[config.mk]
export PLATFORM = sky130hd
export DESIGN_NAME = clock_mode_arbiter
export DESIGN_NICKNAME = d
export VERILOG_FILES = /design/src/rtl/clock_pkg.sv /design/src/rtl/tick_down_counter.sv /design/src/rtl/clock_mode_arbiter.sv
export SDC_FILE = /design/constraint.sdc
export NUM_CORES = 1
export LEC_CHECK = 0
export CORE_MARGIN = 3
export CORE_UTILIZATION = 50
export CTS_CLUSTER_DIAMETER = 30
export DETAILED_ROUTE_END_ITERATION = 8
export PLACE_DENSITY_LB_ADDON = 0.25
export SLEW_MARGIN = 20
export SYNTH_ARGS = -nofsm -noshare
export SYNTH_HDL_FRONTEND = slang
export SYNTH_SLANG_ARGS = --single-unit
[constraint.sdc]
create_clock -name i_clk -period 3.61 [get_ports i_clk]
set_input_delay 0.9025 -clock i_clk [delete_from_list [all_inputs] [get_ports i_clk]]
set_output_delay 0.9025 -clock i_clk [all_outputs]
set_load 0.01 [all_outputs]
[src/rtl/clock_pkg.sv]
// Shared mode codes, button bit positions and arbiter state encoding for the clock front panel.
// Pure declarations, so it adds no latency and carries no flow control.
package clock_pkg;

  localparam logic [1:0] MODE_CLOCK = 2'd0;
  localparam logic [1:0] MODE_SW    = 2'd1;
  localparam logic [1:0] MODE_TMR   = 2'd2;
  localparam logic [1:0] MODE_ALM   = 2'd3;

  localparam int BTN_SET   = 4;
  localparam int BTN_UP    = 3;
  localparam int BTN_DOWN  = 2;
  localparam int BTN_LEFT  = 1;
  localparam int BTN_RIGHT = 0;

  typedef enum logic {
    ST_NORMAL = 1'b0,
    ST_ALERT  = 1'b1
  } arb_state_t;

  // Only the two alert sources ever reach this, so the "other" one is the opposite code.
  function automatic logic [1:0] other_src(input logic [1:0] src);
    return (src == MODE_ALM) ? MODE_TMR : MODE_ALM;
  endfunction

endpackage

[src/rtl/tick_down_counter.sv]
// Loadable down-counter stepped by tick pulses, saturating at zero; load wins over tick.
// Flags are one-cycle: zero is registered, zero_next flags the tick that reaches zero; no backpressure.
module tick_down_counter #(
  parameter int MAX = 10
) (
  input  logic clk,
  input  logic rst,
  input  logic load,
  input  logic tick,
  output logic zero,
  output logic zero_next
);

  localparam int W = $clog2(MAX + 1);

  logic [W-1:0] cnt;

  always_ff @(posedge clk) begin
    if (rst) begin
      cnt <= '0;
    end else if (load) begin
      cnt <= W'(MAX);
    end else if (tick && (cnt != '0)) begin
      cnt <= cnt - W'(1);
    end
  end

  assign zero      = (cnt == '0);
  // Independent of load so callers may reload on this flag without a combinational loop.
  assign zero_next = tick && (cnt == W'(1));

endmodule

[src/rtl/clock_mode_arbiter.sv]
// Routes front-panel buttons to the selected function and preempts for timer/alarm alerts; o_btn_* are zero-latency, o_sel/o_alerting/o_buzz are registered.
// No backpressure: every pulse is consumed or dropped in its cycle. CLOCK_MODE_ARBITER_BUZZ_PULSE_EN selects a pulsed buzzer.
module clock_mode_arbiter
  import clock_pkg::*;
#(
  parameter int ALERT_TICKS = 10000,
  parameter int BUZZ_HALF   = 250
) (
  input  logic       i_clk,
  input  logic       i_rst,
  input  logic       i_tick_1ms,
  input  logic       i_mode,
  input  logic [4:0] i_btn,
  input  logic [3:0] i_lock,
  input  logic       i_timer_done,
  input  logic       i_alarm_hit,
  output logic [1:0] o_sel,
  output logic [4:0] o_btn_clk,
  output logic [4:0] o_btn_sw,
  output logic [4:0] o_btn_tmr,
  output logic [4:0] o_btn_alm,
  output logic       o_buzz,
  output logic       o_alerting
);

  arb_state_t state, state_nx;
  logic [1:0] sel, sel_nx, saved, saved_nx;
  logic       pend, pend_nx, pend_lat;
  logic       ack, cur_hit, oth_hit, expire;
  logic       tmo_load, tmo_tick, tmo_zero, tmo_zero_next;

  assign ack      = |i_btn;
  assign cur_hit  = (sel == MODE_ALM) ? i_alarm_hit : i_timer_done;
  assign oth_hit  = (sel == MODE_ALM) ? i_timer_done : i_alarm_hit;
  assign pend_lat = pend | oth_hit;
  assign tmo_tick = (state == ST_ALERT) && i_tick_1ms;
  assign expire   = tmo_zero_next || (tmo_tick && tmo_zero);

  tick_down_counter #(.MAX(ALERT_TICKS)) u_timeout (
    .clk       (i_clk),
    .rst       (i_rst),
    .load      (tmo_load),
    .tick      (tmo_tick),
    .zero      (tmo_zero),
    .zero_next (tmo_zero_next)
  );

  always_ff @(posedge i_clk) begin
    if (i_rst) begin
      state <= ST_NORMAL;
      sel   <= MODE_CLOCK;
      saved <= MODE_CLOCK;
      pend  <= 1'b0;
    end else begin
      state <= state_nx;
      sel   <= sel_nx;
      saved <= saved_nx;
      pend  <= pend_nx;
    end
  end

  always_comb begin
    state_nx = state;
    sel_nx   = sel;
    saved_nx = saved;
    pend_nx  = pend;
    tmo_load = 1'b0;
    case (state)
      ST_NORMAL: begin
        if (i_alarm_hit || i_timer_done) begin
          state_nx = ST_ALERT;
          saved_nx = sel;
          sel_nx   = i_alarm_hit ? MODE_ALM : MODE_TMR;
          pend_nx  = i_alarm_hit && i_timer_done;
          tmo_load = 1'b1;
        end else if (i_mode && !i_lock[sel]) begin
          sel_nx = sel + 2'd1;
        end
      end
      ST_ALERT: begin
        // A repeat from the current source re-arms the timeout instead of letting it expire.
        if (ack || (expire && !cur_hit)) begin
          pend_nx = 1'b0;
          if (pend_lat) begin
            sel_nx   = other_src(sel);
            tmo_load = 1'b1;
          end else begin
            state_nx = ST_NORMAL;
            sel_nx   = saved;
          end
        end else begin
          pend_nx  = pend_lat;
          tmo_load = cur_hit;
        end
      end
      default: state_nx = ST_NORMAL;
    endcase
  end

  always_comb begin
    o_btn_clk = '0;
    o_btn_sw  = '0;
    o_btn_tmr = '0;
    o_btn_alm = '0;
    if (state == ST_NORMAL) begin
      case (sel)
        MODE_CLOCK: o_btn_clk = i_btn;
        MODE_SW:    o_btn_sw  = i_btn;
        MODE_TMR:   o_btn_tmr = i_btn;
        default:    o_btn_alm = i_btn;
      endcase
    end
  end

  assign o_sel      = sel;
  assign o_alerting = (state == ST_ALERT);

`ifdef CLOCK_MODE_ARBITER_BUZZ_PULSE_EN
  logic buzz, ph_load, ph_zero, ph_zero_next, ph_toggle, restart;

  assign restart   = (state_nx == ST_ALERT) && ((state == ST_NORMAL) || (sel_nx != sel));
  assign ph_toggle = ph_zero_next || (tmo_tick && ph_zero);
  assign ph_load   = restart || ph_toggle;

  tick_down_counter #(.MAX(BUZZ_HALF)) u_phase (
    .clk       (i_clk),
    .rst       (i_rst),
    .load      (ph_load),
    .tick      (tmo_tick),
    .zero      (ph_zero),
    .zero_next (ph_zero_next)
  );

  always_ff @(posedge i_clk) begin
    if (i_rst || (state_nx == ST_NORMAL)) begin
      buzz <= 1'b0;
    end else if (restart) begin
      buzz <= 1'b1;
    end else if (ph_toggle) begin
      buzz <= ~buzz;
    end
  end

  assign o_buzz = buzz;
`else
  assign o_buzz = o_alerting;
`endif

endmodule
# == After elaboration in Yosys (flattened, before gate mapping) ==
# Cells that the tools add are included.
# classes
n_addsub,2
bitwise_logic,2
reduce_logical,21
eq_ne,7
n_mux,30
n_lt_le_gt_ge,1
# ops
operator,count
$mux 5,8
$mux 14,2
$eq 14x1->1 const B,1
$logic_not 14->1,1
$reduce_bool 14->1,1
$sub 14x1->14 const B,1
$mux 1,11
$mux 2,4
$logic_and 1x1->1,7
$pmux 1 s2,3
$reduce_or 5->1,1
$eq 2x2->1 const B,2
$pmux 2 s2,1
$reduce_and 2->1,2
$logic_or 1x1->1,3
$lt 2x3->1 const B,1
$ne 3x3->1 const B,1
$reduce_or 3->1,1
$add 2x1->2 const B,1
$bmux 1 s2,1
$eq 2x1->1 const B,1
$logic_not 1->1,2
$logic_not 2->1,1
$ne 2x1->1 const B,1
other kinds (5),5
# totals
regBits,20
word_cells,69
input_bits,15
output_inout_bits,24

# == Depth between registers and ports, before layout ==
# Gate-level depths: netlist of the first run.
# depth
ltp_word,8
ltp_mapped,7
depth_no_buf,7

# == By module ==
# Synthesis of the first run repeated with hierarchy kept, for this count alone.
# unflattened
hier_cells,182
area_unflattened_um2,1473.9
# modules_own_cells
mod,cells_each,seq_area_each_um2,area_each_um2,instances
tick_down_counter,92,280.3,792.0,1
clock_mode_arbiter,90,120.1,681.9,1

# == Least setup slack after synthesis of the first run ==
# OpenSTA, ideal clock, no wires.
# synth_timing
kind,input port to flip-flop
startpoint,input port i_btn[4]
endpoint,register u_timeout.cnt[7]
required_ns,3.476
setup_ns,0.134
cell_stages,6
arrival_time_ns,2.094
slack_ns,1.382
cell_sequence,nor4_1 or3b_2 nand3_1 o211a_1 buf_2 nor3_1
# synth_via
elab_chain_len,5
# synth_rtl
element,line_no,text
from (decl),clock_mode_arbiter.sv:13,"input logic [4:0] i_btn,"
$reduce_or 5->1,clock_mode_arbiter.sv:32,assign ack = |i_btn;
$logic_or 1x1->1,clock_mode_arbiter.sv:82,if (ack || (expire && !cur_hit)) begin
$mux 1,clock_mode_arbiter.sv:82,
$pmux 1 s2,clock_mode_arbiter.sv:68,case (state)
$reduce_or 2->1 (no source line),-,
to (signal assigned),tick_down_counter.sv:22,cnt <= W'(MAX);
to (signal assigned),tick_down_counter.sv:24,cnt <= cnt - W'(1);
to (decl),tick_down_counter.sv:16,logic [W-1:0] cnt;
# No other way between the ends.
# A chain may end at the register's enable or synchronous reset.

# == Worst setup path after layout of the first run ==
# layout_timing
startpoint,input port i_btn[3]
endpoint,output port o_btn_alm[3]
# layout_via
elab_chain_len,2
# layout_rtl
element,line_no,text
$mux 5,clock_mode_arbiter.sv:106,case (sel)
$mux 5,clock_mode_arbiter.sv:105,if (state == ST_NORMAL) begin
to (decl),clock_mode_arbiter.sv:21,"output logic [4:0] o_btn_alm,"
# No other way between the ends.

==> summary by stage, run 1 <==
Pwr
The leakage power is ~0.0007 µW. Summed over all nets, the switching power comes to a little under 200 µW. Cell internal power was estimated by the tool at between 400 and 500 µW. The net switching share of the total power is 0.329. The worst-case IR drop observed on VDD is 0.275 mV. The clock network fraction of total power is 0.223. The relative contribution of sequential cells to total power is 0.429. Dividing total power by cell area gives a power density of between 300 and 400 mW/mm². The share of total power dissipated in combinational logic is 0.348.

Yosys
In this run the mean area of a mapped cell was about 8 µm². The share of flip-flops with an asynchronous set or reset is 0. The flip-flop and latch count after synthesis is 20. The post-synthesis instance area is ~0.0014 mm². For this run, the register share of the synthesized area comes to 0.279. Yosys mapped a number of flops with a built-in enable equal to 0. The count of synthesis-stage warnings from yosys is 0. In the post-synthesis netlist, the biggest area contributors are dfxtp_1 (28%), and2_1 (8.7%), ha_1 (7.0%). Synthesis produced a netlist with a net count of 200.

The number of distinct library cells after synthesis is between 40 and 50. Among all flip-flop cells after synthesis, the most frequent one is dfxtp_1. The share of synthesized area in the top cell type comes to 0.279. The post-synthesis cell type with the largest combined area is dfxtp_1. The cell count after synthesis came out at between 150 and 200.

STA
The post-route fraction of the period consumed by the critical path is 0.836. Static timing analysis puts the maximum clock frequency at approximately 330 MHz. Setup repair after global routing left no endpoint under its margin. The post-layout minimum cycle time is 3.02 ns. The number of max-slew violations in the final report is 0. The worst hold slack is 0.488 ns. For the pin with the worst max-slew slack, the measured transition is ~0.85 ns. The post-route setup TNS is 0 ns. The hold violation count in the final report came to 0.

In this run the tightest slew margin relative to its limit is 0.431. The setup clock skew after layout is 0.00982 ns. The count of endpoints failing setup in the final report is 0.

Route
The post-detailed-route via-to-cell ratio is approximately 5.8. The total routed wirelength is ~3600 µm. In the final routed layout, each cell accounts on average for 14.7 µm.

The number of vias after detailed routing is approximately 1,400. In this run the remaining antenna-violating nets after routing total 0. Before antenna repair, the detailed router went through 4 iterations. The starting DRC count in detailed routing is 32. The DRC violation count after routing is 0.

Floorplan
In this run the count of I/O pins placed on the die edge is 39. After floorplanning, the core was divided into 18 placement rows. The core region is 0.00259 mm². The initial core utilization is 0.554. Measured along the x axis, the die boundary spans a little under 60 µm. The floorplan step defined a die boundary enclosing approximately 0.0035 mm². The y dimension of the die is 59.6 µm.

Critical path
The timing startpoint of the critical path is i_btn[3]. The delay contributed by the slowest stage of the critical path is around 0.54 ns. Along the worst path, the maximum fanout reaches 6. The critical path ends at o_btn_alm[3].

The signal on the critical path passes through clkdlybuf4s50_1, and2_1, clkdlybuf4s50_1. The master of the slowest instance on the critical path is clkdlybuf4s50_1. STA puts the critical path data arrival time at 2.11 ns. In this design, the critical path's most frequently occurring cell is clkdlybuf4s50_1. The capture instance of the worst register-to-register path is u_timeout.cnt[0]$_SDFFE_PP0P_. The start of the worst register-to-register path is o_sel[0]$_SDFFE_PP0P_.

Across all register-to-register paths, the minimum setup slack is between 1 and 1.5 ns. The kind of critical path is input port to output pin. The data required time of the critical path is ~2.7 ns. The number of cells on the worst reg-to-reg path is 6. The kind of end point of the critical path is an output pin. STA classifies the critical path startpoint as an input port.

Clocking
TritonCTS built the clock tree. The buffer cell driving the clock tree root is clkbuf_4. The number of buffers created by CTS is 3. In this run the number of H-tree levels came out at 1. For this design, the CTS-stage hold fixing added 0 buffers. The number of resized instances in the post-cts repair step is 0. In this run the deepest clock path goes through 2 buffers.

Clock-pin slew was measured on the worst setup and hold paths at roughly 0.12 ns. At the later pin of the worst-skew pair, clock insertion delay measures ~0.31 ns. In this run the post-CTS setup repair buffer count came out at 0. The clock net in this run drives a total of 20 sinks.

Run
The tool flagged a number of max-cap violations equal to 0.

Placed design
The total of buffers placed on input and output ports is 38. Counting tap cells, the placed design contains a total of between 200 and 250 instances. The congestion estimate from routability-driven global placement came to a little under 0.8. The estimated wirelength of the detail-placed design is about 2800 µm.

Layout
In the layout the commonest cells are clkdlybuf4s50_1 (38), and2_1 (20), dfxtp_1 (20). 0 antenna diodes ended up in the layout. The most common library cell in the layout ignoring fill and taps is clkdlybuf4s50_1.

For this run, the number of standard cells in the final layout without fillers is 244. The footprint of the multi-input gates is approximately 980 µm². Summing all flip-flop and latch instances after layout gives 400 µm². The final net count is around 240. From synthesis to final layout, the design area changed by 30.3%. The number of fill cells in the layout is 196. The ratio of cells with drive above 1 in the final layout is 0.0748.

Min path
The worst hold path class is flop to flop.

Global routing
The total routing usage reported by global routing is 0.229. The wire length of the first global-routing pass is 6300 µm. The maximum number of pins on one net before global-route repair is 24. The aggregate global routing overflow is 0. The initial antenna violation count is 0. The via count of the first global-routing pass is approximately 1,400.

Outcome
The run finished with clean final reports.
==> critical path: cells and delay by family <==
| kind | cells | cell delay, ns |
|---|---|---|
| and+or+nand+nor | 1 | 0.14 |
| buffers and inverters | 2 | 1.07 |
==> power groups by stage <==
stage	clock network, µW	logic, µW	registers [µW]
final	133	208	255
after floorplan	0	123	259
after CTS	135	208	255
after global routing	145	229	258
after detailed placement	0	207	260
after global placement	0	200	259
==> cell families after synthesis <==
kind of cell             count (synthesis)  share of synthesized area
XOR/XNOR                                11                     0.0671
flip-flops                              20                      0.279
AND/OR/NAND/NOR                         91                      0.359
buffers and inverters                   12                     0.0349
AO/OA/AOI/OAI                           30                      0.146
adder cells (fa/ha/maj)                  8                     0.0697
multiplexers                             5                     0.0445
==> how the worst min path moves through the flow <==
stage	start	endpoint	slack [ns]	cells past startpoint
floorplan	saved[1]$_SDFFE_PP0P_	saved[1]$_SDFFE_PP0P_	0.45	2
global placement	saved[1]$_SDFFE_PP0P_	saved[1]$_SDFFE_PP0P_	0.47	2
detailed placement	saved[0]$_SDFFE_PP0P_	saved[0]$_SDFFE_PP0P_	0.47	2
CTS	saved[0]$_SDFFE_PP0P_	saved[0]$_SDFFE_PP0P_	0.49	2
global route	saved[0]$_SDFFE_PP0P_	saved[0]$_SDFFE_PP0P_	0.51	2
finish	saved[0]$_SDFFE_PP0P_	saved[0]$_SDFFE_PP0P_	0.49	2
==> sequential cells by signal, summed over array words and instances (netlist names) <==
signal,cells
o_alerting,1
o_sel,2
pend,1
saved,2
u_timeout.cnt,14
==> metal layers <==
metal  wire length (µm)  global-route usage
met4                 42              0.0633
met5                  0                   0
met3                101              0.0392
met1               1520               0.272
met2               1920               0.418
==> cell usage after synthesis (all sizes together), types with 3 or more instances <==
library cell   n
nand3          6
nor4           6
dfxtp         20
nor2          16
o21ai          9
and2          20
xor2          10
nor3          13
or3            4
ha             8
nand2         11
mux2i          3
nand2b         3
buf            3
inv            6
clkbuf         3
a21oi          9
nor2b          5
==> cell type report <==
class                      instances  area share
tap                               30      0.0201
clock buffer                       4      0.0194
sequential                        20       0.214
timing repair buffer              39       0.207
inverter                           6      0.0120
multi-input combinational        145       0.527
==> per-stage QoR <==
step           total power (µW)  cell area [µm²]  utilization  setup slack [ns]
6_report                    596             1870        0.722             0.593
5_1_grt                     632             1870        0.722             0.448
4_1_cts                     599             1870        0.722             0.580
2_1_floorplan               381             1440            -              1.38
3_3_place_gp                459             1830        0.708             0.614
3_5_place_dp                467             1830        0.708             0.575
Power figures use the tool's default switching activity.
==> run 2, diff against run 1 <==
--- a/config.mk
+++ b/config.mk
@@ -6,7 +6,7 @@
 export NUM_CORES = 1
 export LEC_CHECK = 0
 export CORE_MARGIN = 3
-export CORE_UTILIZATION = 50
+export CORE_UTILIZATION = 43
 export CTS_CLUSTER_DIAMETER = 30
 export DETAILED_ROUTE_END_ITERATION = 8
 export PLACE_DENSITY_LB_ADDON = 0.25
==> constraint.sdc (replaced) <==
create_clock -name i_clk -period 2.7 [get_ports i_clk]
set_input_delay 0.675 -clock i_clk [delete_from_list [all_inputs] [get_ports i_clk]]
set_output_delay 0.675 -clock i_clk [all_outputs]
set_load 0.01 [all_outputs]
==> summary by stage, run 2 (same netlist as run 1, synthesis figures left out) <==
Global routing
The total routing usage reported by global routing came to 0.181 (was 0.229). The maximum number of pins on one net before global-route repair came to 20 (was 24). The initial antenna violation count is 0 (unchanged). The via count of the first global-routing pass came to 1,318 (was 1,427). The aggregate global routing overflow is 0 (unchanged). The wire length of the first global-routing pass is 6010 µm (was 6300 µm).

Clocking
The count of H-tree levels built during CTS was 1 (unchanged). The number of buffers created by CTS came to 3 (unchanged). The buffer cell driving the clock tree root is clkbuf_4 (unchanged).

The maximum buffer depth of the clock tree is 2 (unchanged). The TritonCTS clock tree is done (unchanged). The clock transition at the register clock pins on the worst setup and hold paths after CTS is 0.11 ns (was 0.12 ns). The clock sink total is 20 (unchanged).

The latest clock arrival within the worst-skew pair is 0.31 ns (about the same).

Route
The total routed wirelength is 3600 µm (was 3580 µm). The length of the first detailed-routing pass in iterations is 4 (unchanged). The routed wirelength normalized by instance count was 13.7 µm (was 14.7 µm). The post-detailed-route via-to-cell ratio is 5.25 (was 5.85).

The number of vias after detailed routing is 1,382 (was 1,427). The DRC violation count after routing was 0 (unchanged). The post-route antenna net violation count came to 0 (unchanged). The starting DRC count in detailed routing is 51 (was 32).

Min path
The worst hold path class is flop to flop (unchanged).

Critical path
The timing startpoint of the critical path is i_btn[3] (unchanged). The capture instance of the worst register-to-register path was u_timeout.cnt[1]$_SDFFE_PP0P_ (was u_timeout.cnt[0]$_SDFFE_PP0P_). The data required time of the critical path is 2.03 ns (was 2.71 ns). The delay contributed by the slowest stage of the critical path is 0.55 ns (was 0.54 ns). The cell count along the critical path was 3 (unchanged). The number of cells on the worst reg-to-reg path is 7 (was 6). The last element of the critical path is o_btn_tmr[3] (was o_btn_alm[3]). The maximum fanout encountered on the critical timing path was 6 (unchanged). The start of the worst register-to-register path is o_sel[0]$_SDFFE_PP0P_ (unchanged). The register-to-register setup slack came to 0.48 ns (was 1.37 ns). The kind of launch point of the worst setup path is an input port (unchanged). The master of the slowest instance on the critical path is clkdlybuf4s50_1 (unchanged).

The number of buffer and inverter stages on the critical path is 2 (unchanged). The kind of critical path is input port to output pin (unchanged). The family of cells with the greatest summed delay on the critical path is buffers and inverters (unchanged). The kind of end point of the critical path was an output pin (unchanged). The arrival time at the worst endpoint is 1.91 ns (was 2.11 ns). CP Cell Sequence: clkdlybuf4s50_1, and2_1, clkdlybuf4s50_1 (unchanged).

The most prevalent standard cell on the critical path is clkdlybuf4s50_1 (unchanged).

Pwr
The post-layout total power is 877 µW (was 596 µW). The cell area power density is 450 mW/mm² (was 319 mW/mm²). The maximum resistive drop on vdd came to 0.322 mV (was 0.275 mV). The leakage power is 0.000732 µW (was 0.000699 µW).

Floorplan
The placement row count is 20 (was 18). The die footprint is 0.00407 mm² (was 0.00355 mm²). The initial core utilization is 0.459 (was 0.554).

The y dimension of the die came to 63.8 µm (was 59.6 µm). The top-level I/O count was 39 (unchanged). The floorplan core area is 0.00313 mm² (was 0.00259 mm²).

The width of the die is 63.8 µm (was 59.6 µm).

STA
The post-route setup TNS is 0 ns (unchanged). The count of endpoints failing setup in the final report is 0 (unchanged). Unrepaired setup endpoints after global routing: no (unchanged). The number of max-slew violations in the final report is 0 (unchanged). The hold violation count in the final report came to 0 (unchanged).

The post-route fraction of the period consumed by the critical path is 0.957. The setup clock skew after layout is 0.0115 ns (was 0.00982 ns). The highest clock rate is between 300 and 400 MHz.

The slew at the pin closest to its max-slew limit is 0.654 ns (was 0.851 ns). The headroom to the max-slew limit is 0.563 (was 0.431). The post-layout minimum cycle time is ~2.6 ns.

Layout
The storage element area was 402 µm² (was 400 µm²). Commonest cells after routing, fill and taps aside: clkdlybuf4s50_1 (38), and2_1 (20), dfxtp_1 (19) (was clkdlybuf4s50_1 (38), and2_1 (20), dfxtp_1 (20)). The final net count came to 243 (was 238). The register with the highest flop count was u_timeout.cnt (unchanged).

The ratio of cells with drive above 1 in the final layout came to 0.114 (was 0.0748). The number of flip-flops under the largest register name came to 14 (unchanged). The antenna diode count is 0 (unchanged). The area growth from synthesis to layout is 35.8% (was 30.3%).

The footprint of the multi-input gates is 992 µm² (was 985 µm²). The number of fill cells in the layout is 294 (was 196). The most common library cell in the layout ignoring fill and taps is clkdlybuf4s50_1 (unchanged).

Run
The count of max-cap constraint violations came to 0 (unchanged).

Placed design
The final weighted congestion in routability-driven placement came to 0.824 (was 0.782). The estimated wirelength of the detail-placed design is 2790 µm (was 2780 µm). The total of buffers placed on input and output ports was 38 (unchanged).

Outcome
Status: completed (unchanged).
-- run 2: changes by cell type in the layout (fill, tap and decap cells not counted), sizes merged --
cell / change
clkbuf: -1
bufinv: +1
buf: +5
-- run 2: worst min-delay path, cell delays in order, from the launching register on --
cell     delay, ns
dfxtp_1       0.33
o21ai_0       0.06
a21oi_1       0.06
-- run 2: worst min path at each step --
stage / from / depth (start not counted) / to / slack, ns
global route: saved[0]$_SDFFE_PP0P_ / 2 / saved[0]$_SDFFE_PP0P_ / 0.54
finish: saved[0]$_SDFFE_PP0P_ / 2 / saved[0]$_SDFFE_PP0P_ / 0.49
detailed placement: saved[0]$_SDFFE_PP0P_ / 2 / saved[0]$_SDFFE_PP0P_ / 0.47
global placement: saved[1]$_SDFFE_PP0P_ / 2 / saved[1]$_SDFFE_PP0P_ / 0.47
CTS: saved[0]$_SDFFE_PP0P_ / 2 / saved[0]$_SDFFE_PP0P_ / 0.49
floorplan: saved[1]$_SDFFE_PP0P_ / 2 / saved[1]$_SDFFE_PP0P_ / 0.45
-- run 2: what timing repair did --
item	CTS	global route
setup buffers	0	0
gates resized for setup	0	4
setup endpoints to repair	0	20
hold buffers	0	0
-- run 2: per-stage QoR --
stage                     worst slack, ns  hold WS, ns  instances   util  instance area, µm²
after floorplan                     0.699        0.451        177      -                1440
after global placement             0.0521        0.470        259  0.604                1890
after detailed placement          0.00950        0.467        259  0.604                1890
after CTS                          0.0224        0.485        263  0.620                1940
after global routing               0.0101        0.540        263  0.623                1950
final                               0.116        0.486        263  0.623                1950
-- run 2: final cells by class --
cell class	instances	area share
clock buffer	3	0.0116
sequential	20	0.206
timing repair buffer	44	0.218
clock inverter	1	0.0154
multi-input combinational	145	0.509
tap	44	0.0282
inverter	6	0.0116
-- run 2: metal layers --
metal | vias to the layer above | part of all wire | global-route usage
met5 | - | 0 | 0
met2 | 24 | 0.54 | 0.348
met3 | 2 | 0.035 | 0.0369
li1 | 705 | - | -
met4 | 0 | 0.0028 | 0.0243
met1 | 651 | 0.43 | 0.208
-- run 2: report_power, final --
| part | internal (µW) | switching [µW] |
|---|---|---|
| sequential | 315 | 25.8 |
| combinational | 146 | 140 |
| clock | 150 | 99.1 |
